[src/rtl/nn_pkg.sv]
// Shared constants and state encoding for the MNIST accelerator output path.
package nn_pkg;

  localparam int DATA_W      = 32;
  localparam int NUM_CLASSES = 10;
  localparam int IDX_W       = 4;

  // Classifier FSM: ACCUM collects scores, HOLD presents the result.
  typedef enum logic {
    ACCUM = 1'b0,
    HOLD  = 1'b1
  } state_t;

endpackage

[src/rtl/nn_argmax_core.sv]
// Combinational compare-and-select for the running argmax.
// A candidate replaces the current best only when strictly greater (signed),
// so ties keep the lower index. The first beat of a frame always loads.
module nn_argmax_core #(
  parameter int DATA_W = 32,
  parameter int IDX_W  = 4
) (
  input  logic signed [DATA_W-1:0] best_score,
  input  logic        [IDX_W-1:0]  best_idx,
  input  logic signed [DATA_W-1:0] cand_score,
  input  logic        [IDX_W-1:0]  cand_idx,
  input  logic                     first,
  output logic signed [DATA_W-1:0] next_score,
  output logic        [IDX_W-1:0]  next_idx
);

  // Select the winner of the current best vs the incoming candidate
  always_comb begin
    next_score = best_score;
    next_idx   = best_idx;
    if (first || (cand_score > best_score)) begin
      next_score = cand_score;
      next_idx   = cand_idx;
    end
  end

endmodule

[src/rtl/nn_argmax_classifier.sv]
// Argmax stage: accumulates one frame of signed scores, then holds the
// winning class/score on a valid/ready output until consumed.
module nn_argmax_classifier
  import nn_pkg::*;
#(
  parameter int DATA_W      = nn_pkg::DATA_W,
  parameter int NUM_CLASSES = nn_pkg::NUM_CLASSES,
  parameter int IDX_W       = nn_pkg::IDX_W,
  parameter int CNT_W       = 16
) (
  input  logic                     clock,
  input  logic                     rst,
  input  logic                     in_valid,
  output logic                     in_ready,
  input  logic signed [DATA_W-1:0] in_data,
  input  logic                     in_last,
  output logic                     out_valid,
  input  logic                     out_ready,
  output logic        [IDX_W-1:0]  out_class,
  output logic signed [DATA_W-1:0] out_score,
  output logic                     out_error,
  output logic        [CNT_W-1:0]  frame_count
);

  // Beat index must be able to hold NUM_CLASSES itself (saturation value).
  localparam int IW = $clog2(NUM_CLASSES + 1);
  localparam logic [IW-1:0] LIMIT    = IW'(NUM_CLASSES);
  localparam logic [IW-1:0] LAST_IDX = IW'(NUM_CLASSES - 1);

  state_t state_reg;
  state_t state_next;

  logic        [IW-1:0]     idx_reg;
  logic signed [DATA_W-1:0] best_score_reg;
  logic        [IDX_W-1:0]  best_idx_reg;
  logic                     ovf_reg;
  logic                     err_reg;
  logic        [CNT_W-1:0]  frame_count_reg;

  logic signed [DATA_W-1:0] core_score;
  logic        [IDX_W-1:0]  core_idx;
  logic                     beat_acc;
  logic                     res_take;
  logic                     in_range;

  assign beat_acc = in_valid && in_ready;
  assign res_take = out_valid && out_ready;
  assign in_range = (idx_reg < LIMIT);

  nn_argmax_core #(
    .DATA_W (DATA_W),
    .IDX_W  (IDX_W)
  ) u_core (
    .best_score (best_score_reg),
    .best_idx   (best_idx_reg),
    .cand_score (in_data),
    .cand_idx   (IDX_W'(idx_reg)),
    .first      (idx_reg == '0),
    .next_score (core_score),
    .next_idx   (core_idx)
  );

  // State register
  always_ff @(posedge clock or negedge rst) begin
    if (!rst) begin
      state_reg <= ACCUM;
    end else begin
      state_reg <= state_next;
    end
  end

  // Next-state: leave ACCUM on the last beat, leave HOLD on the handshake
  always_comb begin
    state_next = state_reg;
    case (state_reg)
      ACCUM:   if (beat_acc && in_last) state_next = HOLD;
      HOLD:    if (res_take)            state_next = ACCUM;
      default: state_next = ACCUM;
    endcase
  end

  // Handshake outputs are pure decodes of the state register
  always_comb begin
    in_ready  = (state_reg == ACCUM);
    out_valid = (state_reg == HOLD);
  end

  // Datapath: running max, beat index, length-error tracking, frame counter
  always_ff @(posedge clock or negedge rst) begin
    if (!rst) begin
      idx_reg         <= '0;
      best_score_reg  <= '0;
      best_idx_reg    <= '0;
      ovf_reg         <= 1'b0;
      err_reg         <= 1'b0;
      frame_count_reg <= '0;
    end else begin
      if (beat_acc) begin
        if (in_range) begin
          best_score_reg <= core_score;
          best_idx_reg   <= core_idx;
        end
        if (in_last) begin
          err_reg <= (idx_reg != LAST_IDX) || ovf_reg;
          idx_reg <= '0;
          ovf_reg <= 1'b0;
        end else if (in_range) begin
          idx_reg <= idx_reg + IW'(1);
        end else begin
          // Extra beat beyond NUM_CLASSES: index stays saturated
          ovf_reg <= 1'b1;
        end
      end
      if (res_take) begin
        frame_count_reg <= frame_count_reg + CNT_W'(1);
      end
    end
  end

  assign out_class   = best_idx_reg;
  assign out_score   = best_score_reg;
  assign out_error   = err_reg;
  assign frame_count = frame_count_reg;

endmodule

[config.mk]
export PLATFORM = sky130hd
export DESIGN_NAME = nn_argmax_classifier
export DESIGN_NICKNAME = d
export VERILOG_FILES = /design/src/rtl/nn_pkg.sv /design/src/rtl/nn_argmax_core.sv /design/src/rtl/nn_argmax_classifier.sv
export SDC_FILE = /design/constraint.sdc
export NUM_CORES = 1
export LEC_CHECK = 0
export CORE_ASPECT_RATIO = 0.75
export CORE_UTILIZATION = 49
export DETAILED_ROUTE_END_ITERATION = 7
export PLACE_DENSITY = 0.82
export RECOVER_POWER = 100
export SLEW_MARGIN = 20
export SYNTH_ARGS = -nofsm -noshare
export SYNTH_HDL_FRONTEND = slang
export SYNTH_SLANG_ARGS = --single-unit
[constraint.sdc]
create_clock -name clock -period 3.3 [get_ports clock]
set_input_delay 0.495 -clock clock [delete_from_list [all_inputs] [get_ports clock]]
set_output_delay 0.495 -clock clock [all_outputs]
set_load 0.01 [all_outputs]
# Yosys cells after proc, flatten, opt, wreduce, memory -nomap -nowiden

Index checks and enable logic that the tools add are counted.

Register bits after elaboration: 59
Input port bits: 37
Logic and storage cells: 32

$add $sub $neg: 2
Magnitude comparators: 2
Eq/ne operators: 2
Muxes and demuxes: 7
Bitwise operators: 1
Reduce and logical (&&, ||, !) cells: 11

Operators by type and width:

| kind                    | number |
|---|---|
| $gt A32 B32 Y1          | 1 |
| $add A16 B1 Y16 const B | 1 |
| $mux W4                 | 2 |
| $reduce_and A2 Y1       | 3 |
| $add A4 B1 Y4 const B   | 1 |
| $logic_not A4 Y1        | 1 |
| $lt A4 B4 Y1 const B    | 1 |
| $mux W1                 | 4 |
| $ne A4 B4 Y1 const B    | 1 |
| $logic_and A1 B1 Y1     | 3 |
| $reduce_and A3 Y1       | 1 |
| $logic_or A1 B1 Y1      | 2 |
| $ne A2 B2 Y1 const B    | 1 |
| $pmux W1 S2             | 1 |
| $reduce_bool A2 Y1      | 1 |
| $not A1 Y1              | 1 |

# Longest topological paths before layout

Depth after elaboration: 5
Mapped depth: 11
Gate-level depth less buffers: 9

# Hierarchy

Synthesis repeated with hierarchy kept, for this count alone.

Cell total of the unflattened synthesis: 329
Area total of the unflattened synthesis: 3,902.5 sq um

Modules (own cells, without submodules):

| module               | times used | cells an instance | area an instance (sq um) | seq. area each (sq um) |
|---|---|---|---|---|
| nn_argmax_classifier | 1          | 172               | 2,443.6                  | 1,476.4 |
| nn_argmax_core       | 1          | 157               | 1,458.9                  | 0.0 |

# Least setup slack after synthesis

No wires, ideal clock.

Path type: input to register
Start point: in in_data[31]
End point: reg best_idx_reg[0] (netlist: out_class[0])
Setup time: 0.125 ns
Arrival time: 2.547 ns
Data required time: 3.175 ns
Path slack: 0.628 ns
Cell stages on the path: 10
Cells stage by stage: ha_1 buf_6 nand4_4 nor2_2 a221oi_2 nand3_2 or2_4 o211ai_4 buf_12 mux2_4

Longest elaborated chain between the ends: 3

RTL lines:

| item                        | RTL line                    | RTL |
|---|---|---|
| start: declaration          | nn_argmax_classifier.sv:15  | `input logic signed [DATA_W-1:0] in_data,` |
| $gt A32 B32 Y1              | nn_argmax_core.sv:21        | `if (first \|\| (cand_score > best_score)) begin` |
| $logic_or A1 B1 Y1          | nn_argmax_core.sv:21        |  |
| $reduce_and A3 Y1 (no line) | --                          |  |
| end signal: assignment      | nn_argmax_classifier.sv:101 | `best_idx_reg <= core_idx;` |
| end: declaration            | nn_argmax_classifier.sv:35  | `logic [IDX_W-1:0] best_idx_reg;` |

Every way passes these cells.
A chain may end at the register's enable or synchronous reset.

# Final worst setup path

Start point: in in_data[27]
End point: reg best_score_reg[7] (netlist: out_score[7])

Longest elaborated chain between the ends: 3

RTL lines:

| item                        | RTL line                    | RTL |
|---|---|---|
| $gt A32 B32 Y1              | nn_argmax_core.sv:21        |  |
| $logic_or A1 B1 Y1          | nn_argmax_core.sv:21        |  |
| $reduce_and A3 Y1 (no line) | --                          |  |
| end signal: assignment      | nn_argmax_classifier.sv:100 | `best_score_reg <= core_score;` |
| end: declaration            | nn_argmax_classifier.sv:34  | `logic signed [DATA_W-1:0] best_score_reg;` |

Every way passes these cells.

==> results.md <==
* Status: completed
* Period utilization at 91.9%
* First-pass GRT wire length at 11900 µm
* Hold/Removal Path Class: register to register
* Routed WL per cell at 14.2 µm
* Port Buffers at 91
* Post-DP HPWL at 5470 µm
* Setup crit end kind: register
* Rel. slew slack at 2.89%
* Hold Vio Cnt, Final at 0
* Post-CTS Setup Inserts at 0
* Overall global routing resource usage at 20.6%
* Worst-Margin Slew at 1.46 ns
* Detailed-route DRC error count at 0
* Fill cells at 556
* Core area at 6900 µm²
* Slew Limit Fails at 0
* Layout Nets at 484
* CP max FO at 19
* Sink Count at 59
* Top post-synthesis cells by area: dfrtp_1 (42%), ha_1 (13%), mux2_4 (13%)
* Post-synth cell types at 45
* Finished Core Util at 67.1%
* Initial antenna violation count at 0
* DR pass1 iterations at 4
* Share of cells above drive strength 1 at 10.3%
* Multi-input logic area at 1720 µm²
* CTS clock-pin slew for the worst setup and hold paths at 0.07 ns
* Placed Area at 4540 µm²
* Gr ovfl total at 0
* Total power at 3.69 mW
* DP Worst Slack at -0.00599 ns
* Mean Syn Cell Area at 11.4 µm²
* Routability cong. at 0.867
* Critical path arrival at 3.24 ns
* Number of enable flip-flop cells after synthesis at 0
* Mapped Area at 3530 µm²
* Vias per cell at 5.16
* Synth Net Count at 383
* Max reg flops at 32
* Worst vdd ir at 419 µV
* Ys async rst share at 100%
* Die width at 100 µm
* Unrepaired setup endpoints after global routing: no
* Pwr dens at 797 nW/µm²
* Number of CTS-inserted buffers at 9
* Yosys top cell by area: dfrtp_1
* Final clock skew at 0.00495 ns
* Fmax at 0.330 GHz
* Post-cts resize count at 0
* TritonCTS clock tree: built
* H-tree levels at 3
* Fin worst setup slack at 0.268 ns
* Io pins at 92
* Most common cell in the netlist: dfrtp_1
* Synth top area share at 41.9%
* Starting DRC count in detailed routing at 85
* Main flop type after synthesis: dfrtp_1
* Sequential share of the synthesized area at 41.9%
* Ant diodes at 0
* Yosys warning count at 0
* Tmin final at 3.03 ns
* Startpoint types: primary input
* ANT nets after route at 0
* Skew-Pair Late Insertion Delay at 0.33 ns
* Yosys reg bits at 59
* Final wirelength at 7320 µm
* Crit path kind: primary input to register
* Setup violations, final at 0
* FF/Latch Area at 1480 µm²
* Die area at 7540 µm²
* Clock tree buffer depth at 2
* Hold_buf cts at 0
* Row cnt at 26
* Design area at 4630 µm²
* Largest net degree at the start of global routing at 60
* Cells after synthesis at 310
* WP data required at 3.51 ns
* Max-Cap Viols at 0
* Die Y at 75.5 µm
* Synth-to-Final Area Change at 31.3%
* Via count at 2650
* Commonest cells post-synth: dfrtp_1 (59), inv_1 (37), ha_1 (36), mux2_4 (30), nand2_1 (24)
* Root Buffer: clkbuf_8
* Leak at 2.20 nW
* Vias in the first global route at 2539
* Starting Density at 51.1%
per-stage QoR:
step | std cells | hold WS [ns] | TNS (ns)
5_1_grt | 514 | 0.505 | 0
4_1_cts | 514 | 0.323 | 0
3_3_place_gp | 498 | 0.456 | 0
6_report | 514 | 0.469 | 0
2_1_floorplan | 310 | 0.199 | 0
3_5_place_dp | 498 | 0.474 | -0.00599
cell type report:
type / count / area share [%]
multi-input combinational: 207 / 37.2
sequential: 59 / 31.9
timing repair buffer: 97 / 20.9
clock buffer: 13 / 3.86
inverter: 37 / 3.00
tap: 98 / 2.65
clock inverter: 3 / 0.432
path summary, 6_finish.rpt:
| path | startpoint | end | slack (ns) | cells after the start |
|---|---|---|---|---|
| setup / recovery | in_data[27] | out_score[7] | 0.27 | 10 |
| hold / removal | frame_count[15] | frame_count[15] | 0.47 | 1 |
| setup reg to reg | out_score[27] | out_score[7] | 0.46 | 10 |
| hold reg to reg | frame_count[15] | frame_count[15] | 0.47 | 1 |
| max in group asynchronous | rst | out_score[3] | 1.84 | 2 |
| min in group asynchronous | rst | frame_count[9] | 0.59 | 2 |
worst max-delay path, cell delays in order:
cell             delay (ns)
clkdlybuf4s50_1        0.43
ha_1                   0.37
nand4_4                0.14
nor4_2                 0.37
nor3b_2                0.26
a21oi_1                0.20
a31o_1                 0.26
o211ai_2               0.13
buf_12                 0.21
mux2_1                 0.35
where the power goes:
part | internal [mW] | switching, mW | leakage, nW
combinational | 0.987 | 0.845 | 1.37
sequential | 0.994 | 0.230 | 0.734
clock | 0.353 | 0.280 | 0.0977
total | 2.33 | 1.35 | 2.20
cells in the final DEF (no fill, tap or decap), types with 2 or more instances in the layout:
| cell | n |
|---|---|
| ha_1 | 36 |
| inv_1 | 37 |
| dfrtp_1 | 59 |
| mux2_1 | 23 |
| xnor2_1 | 8 |
| nand2b_1 | 2 |
| buf_4 | 2 |
| nand4_4 | 2 |
| buf_12 | 2 |
| mux2_4 | 7 |
| nor2b_1 | 2 |
| xor2_1 | 7 |
| clkdlybuf4s50_1 | 33 |
| nor3_1 | 2 |
| clkbuf_8 | 13 |
| nand3_1 | 6 |
| nor2_1 | 12 |
| mux2_2 | 5 |
| nand3b_1 | 2 |
| a21oi_1 | 22 |
| nand2_1 | 24 |
| a311oi_1 | 4 |
| dlygate4sd3_1 | 57 |
| nand4_1 | 9 |
| o31ai_1 | 2 |
| o21ai_0 | 7 |
| clkinvlp_4 | 2 |
| and3_1 | 3 |
| a21boi_0 | 2 |
| a41o_1 | 2 |
per-layer routing:
metal  vias to the layer above  GRT usage, %  wire (µm)
met5                         -             0          0
met4                         0          5.39         82
met3                         9          6.70        376
met2                        79          33.0       3350
met1                      1268          27.4       3510
li1                       1294             -          -
logic make-up after synthesis:
kind of cell               Yosys count  synth area share [%]
AOI/OAI and AO/OA                   50                  9.72
xor gates and xnor gates            15                  3.72
adders and majority gates           36                  12.8
buffers and inverters               44                  6.28
DFF                                 59                  41.9
muxes                               35                  14.4
and+or+nand+nor                     71                  11.3
Note: power is estimated with default switching activity, not from simulation.
